===== config.mk =====
export PLATFORM = sky130hd
export DESIGN_NAME = mult_div_unit_flat
export DESIGN_NICKNAME = d
export VERILOG_FILES = /design/src/rtl/mult_div_unit_if.sv /design/src/rtl/mult_div_unit.sv /design/src/flat_wrapper.sv
export SDC_FILE = /design/constraint.sdc
export NUM_CORES = 1
export LEC_CHECK = 0
export CORE_ASPECT_RATIO = 0.9
export CORE_MARGIN = 4
export CORE_UTILIZATION = 50
export DETAILED_ROUTE_END_ITERATION = 16
export PLACE_DENSITY = 0.78
export SYNTH_ARGS = -nofsm -noshare
export SYNTH_HDL_FRONTEND = slang
export SYNTH_SLANG_ARGS = --single-unit
export TNS_END_PERCENT = 30

===== constraint.sdc =====
create_clock -name CLK -period 3.4 [get_ports CLK]
set_input_delay 0.34 -clock CLK [delete_from_list [all_inputs] [get_ports CLK]]
set_output_delay 0.34 -clock CLK [all_outputs]
set_load 0.1 [all_outputs]

===== src/rtl/mult_div_unit_if.sv =====
// Request/response bundle between the register-file read ports, the control
// unit and the iterative multiply/divide unit.
interface mult_div_unit_if #(
  parameter int WIDTH = 32
);
  logic             start;
  logic [2:0]       op;
  logic [WIDTH-1:0] rsData;
  logic [WIDTH-1:0] rtData;
  logic [WIDTH-1:0] hi;
  logic [WIDTH-1:0] lo;
  logic             busy;
  logic             done;

  modport master (output start, op, rsData, rtData, input hi, lo, busy, done);
  modport slave  (input start, op, rsData, rtData, output hi, lo, busy, done);
endinterface


===== src/rtl/mult_div_unit.sv =====
// Iterative MIPS multiply/divide unit with HI/LO registers.
// One shift-add / restore-subtract step per cycle on a 64-bit accumulator,
// operating on magnitudes; signs are re-applied in the FIX state.
// Optional macro MDU_DIV_EN compiles in the divider (DIV/DIVU); without it
// ops 3/4 behave as NOP.
module mult_div_unit #(
  parameter int WIDTH = 32,
  parameter int CNT_W = 5
) (
  input  logic           CLK,
  input  logic           RST_N,
  mult_div_unit_if.slave bus
);
  localparam logic [1:0] S_IDLE = 2'd0, S_CALC = 2'd1, S_FIX = 2'd2;
  localparam logic [2:0] OP_MULT = 3'd1, OP_MULTU = 3'd2, OP_DIV = 3'd3,
                         OP_DIVU = 3'd4, OP_MTHI = 3'd5, OP_MTLO = 3'd6;

  logic [1:0]         state_q, state_d;
  logic [CNT_W-1:0]   cnt_q, cnt_d;
  logic [2*WIDTH-1:0] acc_q, acc_d;
  logic [WIDTH-1:0]   b_q, b_d, hi_q, hi_d, lo_q, lo_d;
  logic               neg_a_q, neg_a_d, neg_b_q, neg_b_d, done_q, done_d;
`ifdef MDU_DIV_EN
  logic               is_div_q, is_div_d;
  logic [WIDTH:0]     diff;
`endif
  logic               go, sgn;
  logic [WIDTH-1:0]   a_abs, b_abs;
  logic [WIDTH:0]     sum;
  logic [2*WIDTH-1:0] prod;

  // Request decode: which ops launch the FSM, and operand magnitudes.
  always_comb begin
    go = 1'b0;
    if (state_q == S_IDLE && bus.start)
      go = (bus.op == OP_MULT) || (bus.op == OP_MULTU)
`ifdef MDU_DIV_EN
        || (bus.op == OP_DIV) || (bus.op == OP_DIVU)
`endif
        ;
    sgn   = (bus.op == OP_MULT) || (bus.op == OP_DIV);
    a_abs = (sgn && bus.rsData[WIDTH-1]) ? -bus.rsData : bus.rsData;
    b_abs = (sgn && bus.rtData[WIDTH-1]) ? -bus.rtData : bus.rtData;
  end

  // FSM next-state, iteration datapath and HI/LO writeback.
  always_comb begin
    state_d  = state_q;
    cnt_d    = cnt_q;
    acc_d    = acc_q;
    b_d      = b_q;
    hi_d     = hi_q;
    lo_d     = lo_q;
    neg_a_d  = neg_a_q;
    neg_b_d  = neg_b_q;
    done_d   = 1'b0;
    sum      = '0;
    prod     = '0;
`ifdef MDU_DIV_EN
    is_div_d = is_div_q;
    diff     = '0;
`endif
    case (state_q)
      S_IDLE: begin
        if (go) begin
          state_d  = S_CALC;
          cnt_d    = '0;
          acc_d    = {{WIDTH{1'b0}}, a_abs};
          b_d      = b_abs;
          neg_a_d  = sgn && bus.rsData[WIDTH-1];
          neg_b_d  = sgn && bus.rtData[WIDTH-1];
`ifdef MDU_DIV_EN
          is_div_d = (bus.op == OP_DIV) || (bus.op == OP_DIVU);
`endif
        end else if (state_q == S_IDLE && bus.start && bus.op == OP_MTHI) begin
          hi_d = bus.rsData;
        end else if (state_q == S_IDLE && bus.start && bus.op == OP_MTLO) begin
          lo_d = bus.rsData;
        end
      end
      S_CALC: begin
`ifdef MDU_DIV_EN
        if (is_div_q) begin
          // Shift partial remainder left, subtract divisor if it fits.
          diff = acc_q[2*WIDTH-1:WIDTH-1] - {1'b0, b_q};
          if (!diff[WIDTH]) acc_d = {diff[WIDTH-1:0], acc_q[WIDTH-2:0], 1'b1};
          else              acc_d = {acc_q[2*WIDTH-2:0], 1'b0};
        end else
`endif
        begin
          // Add multiplicand on LSB, shift right keeping the carry.
          sum   = {1'b0, acc_q[2*WIDTH-1:WIDTH]} + (acc_q[0] ? {1'b0, b_q} : '0);
          acc_d = {sum, acc_q[WIDTH-1:1]};
        end
        cnt_d = cnt_q + 1'b1;
        if (cnt_q == '1) state_d = S_FIX;
      end
      S_FIX: begin
        state_d = S_IDLE;
        done_d  = 1'b1;
`ifdef MDU_DIV_EN
        if (is_div_q) begin
          // Remainder follows the dividend sign; with a zero divisor this
          // reproduces the original rs value.
          hi_d = neg_a_q ? -acc_q[2*WIDTH-1:WIDTH] : acc_q[2*WIDTH-1:WIDTH];
          if (b_q == '0) lo_d = '1;
          else lo_d = (neg_a_q ^ neg_b_q) ? -acc_q[WIDTH-1:0] : acc_q[WIDTH-1:0];
        end else
`endif
        begin
          prod = (neg_a_q ^ neg_b_q) ? -acc_q : acc_q;
          hi_d = prod[2*WIDTH-1:WIDTH];
          lo_d = prod[WIDTH-1:0];
        end
      end
      default: state_d = S_IDLE;
    endcase
  end

  // State registers; reset discards any in-flight operation.
  always_ff @(posedge CLK or negedge RST_N) begin
    if (!RST_N) begin
      state_q  <= S_IDLE;
      cnt_q    <= '0;
      acc_q    <= '0;
      b_q      <= '0;
      hi_q     <= '0;
      lo_q     <= '0;
      neg_a_q  <= 1'b0;
      neg_b_q  <= 1'b0;
      done_q   <= 1'b0;
`ifdef MDU_DIV_EN
      is_div_q <= 1'b0;
`endif
    end else begin
      state_q  <= state_d;
      cnt_q    <= cnt_d;
      acc_q    <= acc_d;
      b_q      <= b_d;
      hi_q     <= hi_d;
      lo_q     <= lo_d;
      neg_a_q  <= neg_a_d;
      neg_b_q  <= neg_b_d;
      done_q   <= done_d;
`ifdef MDU_DIV_EN
      is_div_q <= is_div_d;
`endif
    end
  end

  assign bus.hi   = hi_q;
  assign bus.lo   = lo_q;
  assign bus.busy = (state_q != S_IDLE);
  assign bus.done = done_q;
endmodule


===== src/flat_wrapper.sv =====
// flat-port wrapper written by rule: the top's interface ports become plain ports
module mult_div_unit_flat 
#(
  parameter int WIDTH = 32,
  parameter int CNT_W = 5
)
  (CLK, RST_N, bus_start, bus_op, bus_rsData, bus_rtData, bus_hi, bus_lo, bus_busy, bus_done);
  mult_div_unit_if #(.WIDTH(WIDTH)) bus_i ();
  input  logic CLK;
  input  logic RST_N;
  input wire logic [$bits(bus_i.start)-1:0] bus_start;
  input wire logic [$bits(bus_i.op)-1:0] bus_op;
  input wire logic [$bits(bus_i.rsData)-1:0] bus_rsData;
  input wire logic [$bits(bus_i.rtData)-1:0] bus_rtData;
  output wire logic [$bits(bus_i.hi)-1:0] bus_hi;
  output wire logic [$bits(bus_i.lo)-1:0] bus_lo;
  output wire logic [$bits(bus_i.busy)-1:0] bus_busy;
  output wire logic [$bits(bus_i.done)-1:0] bus_done;
  assign bus_i.start = bus_start;
  assign bus_i.op = bus_op;
  assign bus_i.rsData = bus_rsData;
  assign bus_i.rtData = bus_rtData;
  assign bus_hi = bus_i.hi;
  assign bus_lo = bus_i.lo;
  assign bus_busy = bus_i.busy;
  assign bus_done = bus_i.done;
  mult_div_unit #(.WIDTH(WIDTH), .CNT_W(CNT_W)) u_core (.CLK(CLK), .RST_N(RST_N), .bus(bus_i));
endmodule

# Yosys cells after proc, flatten, opt, wreduce, memory -nomap -nowiden
# Index checks and enable logic that the tools add are counted.
# W data, S select, Z words.
[word_totals]
input_bits = 70
output_inout_bits = 66
register_bits = 170
elab_cells = 65
[op_classes]
n_mux = 20
eq_ne = 14
bitwise_logic = 1
add_sub_neg = 5
n_reduce_logical = 16
[ops]
columns = ["operator", "n"]
rows = [
  ["$mux W32", 8],
  ["$mux W64", 2],
  ["$pmux W32 S2", 2],
  ["$pmux W64 S2", 1],
  ["$neg A32 Y32", 2],
  ["$neg A64 Y64", 1],
  ["$add A32 B33 Y33", 1],
  ["$pmux W5 S2", 1],
  ["$ne A2 B2 Y1 const B", 4],
  ["$eq A3 B2 Y1 const B", 2],
  ["$eq A3 B3 Y1 const B", 2],
  ["$reduce_and A2 Y1", 3],
  ["$reduce_bool A2 Y1", 3],
  ["$add A5 B1 Y5 const B", 1],
  ["$eq A5 B5 Y1 const B", 1],
  ["$logic_and A1 B1 Y1", 5],
  ["$mux W5", 1],
  ["$mux W2", 2],
  ["$ne A2 B1 Y1 const B", 2],
  ["$pmux W2 S2", 1],
  ["$reduce_and A4 Y1", 1],
  ["$eq A3 B1 Y1 const B", 1],
  ["$reduce_and A3 Y1", 1],
  ["$eq A2 B1 Y1 const B", 1],
  ["5 further kinds", 7],
]

# Logic depth before layout (Yosys ltp)
[logic_depth]
ltp_word = 7
mapped_depth = 14

# Worst setup path after synthesis
# OpenSTA, ideal clock, no wires.
[synth_path]
path_kind = "flip-flop to flip-flop"
start = "register u_core.acc_q[0]"
end = "register u_core.acc_q[62]"
t_required_ns = 3.275
period_less_slack_ns = 3.267
arrival_time_ns = 3.143
slack_ns = 0.133
setup_time_ns = 0.125
path_stages_with_launch = 14
cell_sequence = "dfrtp_1 > clkbuf_1 > clkbuf_1 > nand2_1 > inv_1 > ha_1 > a211oi_1 > nor2_1 > o31a_1 > a31oi_1 > a31oi_1 > a21bo_2 > a221oi_1 > mux2_2"
[synth_via]
elab_chain_cells = 3
[synth_rtl]
columns = ["item", "line", "rtl"]
rows = [
  ["start, declared", "mult_div_unit.sv:20", "logic [2*WIDTH-1:0] acc_q, acc_d;"],
  ["start signal, assigned", "mult_div_unit.sv:125", "acc_q <= '0;"],
  ["start signal, assigned", "mult_div_unit.sv:138", "acc_q <= acc_d;"],
  ["$mux W32", "mult_div_unit.sv:92", "sum = {1'b0, acc_q[2*WIDTH-1:WIDTH]} + (acc_q[0] ? {1'b0, b_q} : '0);"],
  ["$add A32 B33 Y33", "mult_div_unit.sv:92", ""],
  ["$pmux W64 S2", "mult_div_unit.sv:63", "case (state_q)"],
]
# No other way between the ends.
# A chain may end at the register's enable or synchronous reset.

# Worst setup path in the final report
# Ends and elaborated chain as after synthesis.

==> results_dict.tcl <==
set metrics [dict create \
    outcome "complete, but fails checks" \
    violations "negative hold slack" \
    slew_violations 0 \
    cp-end-kind "flip-flop" \
    synth-compound-area-share 0.238 \
    place_congestion 0.975 \
    whs_ns -0.0124 \
    cts_hold_buf 0 \
    final_common_cell "o21ai_0" \
    worstPathRequired_ns 3.72 \
    wl_per_cell_um 21.1 \
    power.density_nw_per_um2 1100 \
    hpwl_um 28700 \
    grt_max_degree 95 \
    clkTransAtPathRegs_ns 0.07 \
    r2r_cells 11 \
    post_dp_cell_area_sq_um 13200 \
    die_y_um 151 \
    ir_drop_uv 941 \
    synth_edf_count 0 \
    relSlewSlack 0.320 \
    cts_root_buf "clkbuf_16" \
    setup_tns_ns 0 \
    ant_nets 0 \
    overflow 0 \
    cts.sinks 170 \
    crit_path_end "u_core.acc_q[62]" \
    synth.avg_cell_area_sq_um 8.30 \
    wirelength_um 38200 \
    synth_simple_gate_area_frac 0.198 \
    drt_iter0_markers 1129 \
    yosysWarningCount 0 \
    io_pins 136 \
    cts_setup_buffers 0 \
    ys_ff_latch 170 \
    timing_hold_violations_final 29 \
    clk-insertion-delay-late_ns 0.44 \
    fin_worst_skew_ns 0.00862 \
    layout_common_cells "o21ai_0 (179), dfrtp_1 (170), nand2_1 (161)" \
    grt_pass1_vias 10571 \
    die_w_um 167 \
    syn_area_sq_um 11400 \
    ys.flop_type "dfrtp_1" \
    use_met1 0.404 \
    synth-async-reset-ratio 1.00 \
    synth_fa_ha_area_frac 0.0423 \
    use_met2 0.463 \
    setup_viol 0 \
    drcViolationCount 0 \
    max_cap_viol_count 0 \
    path_max_fanout 23 \
    startpoint "u_core.acc_q[0]" \
    synth-xor-area-share 0.105 \
    yosysSeqAreaShare 0.372 \
    hold_class "in -> async" \
    numPortBuffers 135 \
    firstDrtPassIters 9 \
    tightest_slew_ns 1.02 \
    synthCells 1376 \
    drive_above_1_share 0.0663 \
    synth_cell_types 66 \
    antenna_cells 0 \
    cts_tree "built" \
    reg2reg_from "u_core.acc_q[0]" \
    grt_busiest_layer "met2" \
    critPathArrivalTime_ns 3.43 \
    fin_crit_ns 3.11 \
    fillers 1995 \
    crit_path_start_kind "flip-flop" \
    grt_use_met3 0.0519 \
    syn-num-nets 1484 \
    cts_made_buffers 17 \
    fmax_mhz 322 \
    fin_area_sq_um 13800 \
    rsz0062_at_grt "no" \
    grt_pass1_wl_um 58700 \
    cts-resized-gates 0 \
    fp.dieArea_sq_um 25300 \
    p_total_uw 15200 \
    grt_usage 0.296 \
    cts_max_path_buffers 2 \
    fin_crit_sh 0.915 \
    fin_util 0.615 \
    nNetsFinal 1603 \
    initial_core_util 0.507 \
    path_class "reg -> reg" \
    antenna_found_initial 0 \
    syn_to_final_growth_pct 21.2 \
    timing.rr.end "u_core.acc_q[62]" \
    synth_mux_area_frac 0.0106 \
    route.vias.total 11251 \
    p_leak_uw 0.00566 \
    core_sq_um 22500 \
    synth_top_family_by_area "compound AO/OA/AOI/OAI gates" \
    core.rowCount 52 \
    vias_per_cell 6.23 \
    cts_htree_levels 4 \
    rrSetupSlack_ns 0.29 \
]
==> metrics by stage <==
stage | hold WS [ns] | std cells | setup WS [ns]
final | -0.0124 | 1805 | 0.290
after global routing | 0.0636 | 1805 | 0.0639
after CTS | 0.0106 | 1805 | 0.293
after detailed placement | 0.467 | 1773 | 0.304
after global placement | 0.453 | 1773 | 0.415
after floorplan | 0.0444 | 1376 | 0.133
==> registers in the layout, indices dropped and copies added, names as in the netlist <==
register / flops
u_core.state_q: 2
u_core.bus.hi: 32
u_core.neg_a_q: 1
u_core.bus.done: 1
u_core.cnt_q: 5
u_core.bus.lo: 32
u_core.b_q: 32
u_core.acc_q: 64
u_core.neg_b_q: 1
==> Yosys cell counts (4+ instances only) <==
cell type,instances,area (sq um)
a211oi_1,12,90.1
a21boi_0,5,37.5
a21o_1,13,97.6
a21oi_1,95,475
a221oi_1,5,43.8
a222oi_1,4,40.0
a22oi_1,37,278
a31oi_1,20,125
a41oi_1,5,43.8
and2_1,39,244
and3_1,9,56.3
buf_1,6,22.5
clkbuf_1,69,259
dfrtp_1,170,4250
ha_1,37,463
inv_1,24,90.1
mux2i_1,11,110
nand2_1,161,604
nand2b_1,4,25.0
nand3_1,28,140
nand4_1,6,37.5
nor2_1,108,405
nor2b_1,11,68.8
nor3_1,34,170
nor4_1,16,100
o211ai_1,4,30.0
o21a_1,5,37.5
o21ai_0,179,896
o21bai_1,5,37.5
o221ai_1,7,61.3
o22ai_1,10,62.6
o31ai_1,21,158
o41ai_1,8,70.1
or2_2,10,62.6
or3_1,15,93.8
or4_1,10,75.1
xnor2_1,81,709
xor2_1,56,490
==> critical path: stages (launching register included) <==
cell and delay [ns]:
dfrtp_1 0.40, buf_4 0.20, and2_1 0.15, ha_1 0.32, o21ai_0 0.19, nor2_1 0.10, o31a_1 0.30, a31oi_1 0.27
a31oi_1 0.15, a21bo_2 0.25, a221oi_1 0.30, mux2_2 0.37
==> cells by family after synthesis <==
| kind of cell | Yosys count |
|---|---|
| AOI/OAI and AO/OA | 450 |
| buffers and inverters | 101 |
| muxes | 12 |
| and+or+nand+nor | 468 |
| xor gates and xnor gates | 137 |
| DFF | 170 |
| adders and majority gates | 38 |
==> layout make-up <==
cell class              count  area (sq um)  area share
well taps                 297           372      0.0268
repair buffers            176          1680       0.122
inverters                  25          93.8     0.00678
clock inverters            12           163      0.0117
multi-input cells        1105          6830       0.493
flip-flops and latches    170          4250       0.307
clock buffers              20           457      0.0330
==> power breakdown <==
part	internal [uW]	switching, uW	total (uW)	leakage [uW]
combinational	2800	6210	9010	0.00326
clock	1200	870	2070	0.000286
sequential	2990	1130	4120	0.00211
total	7000	8210	15200	0.00566
==> routing by layer <==
metal  wire length [um]  share of wire
met3               3300          0.086
met5                  0              0
met1              16100           0.42
met2              17000           0.45
met4               1740          0.045
==> worst min-delay path by stage <==
stage,endpoint,slack [ns],cells past startpoint
after floorplan,u_core.acc_q[0],0.04,0
after global placement,u_core.b_q[31],0.45,2
after detailed placement,u_core.bus.lo[18],0.47,2
after CTS,u_core.bus.done,0.01,1
after global routing,u_core.bus.done,0.06,1
final,u_core.bus.hi[16],-0.01,1
Power figures use the tool's default switching activity.
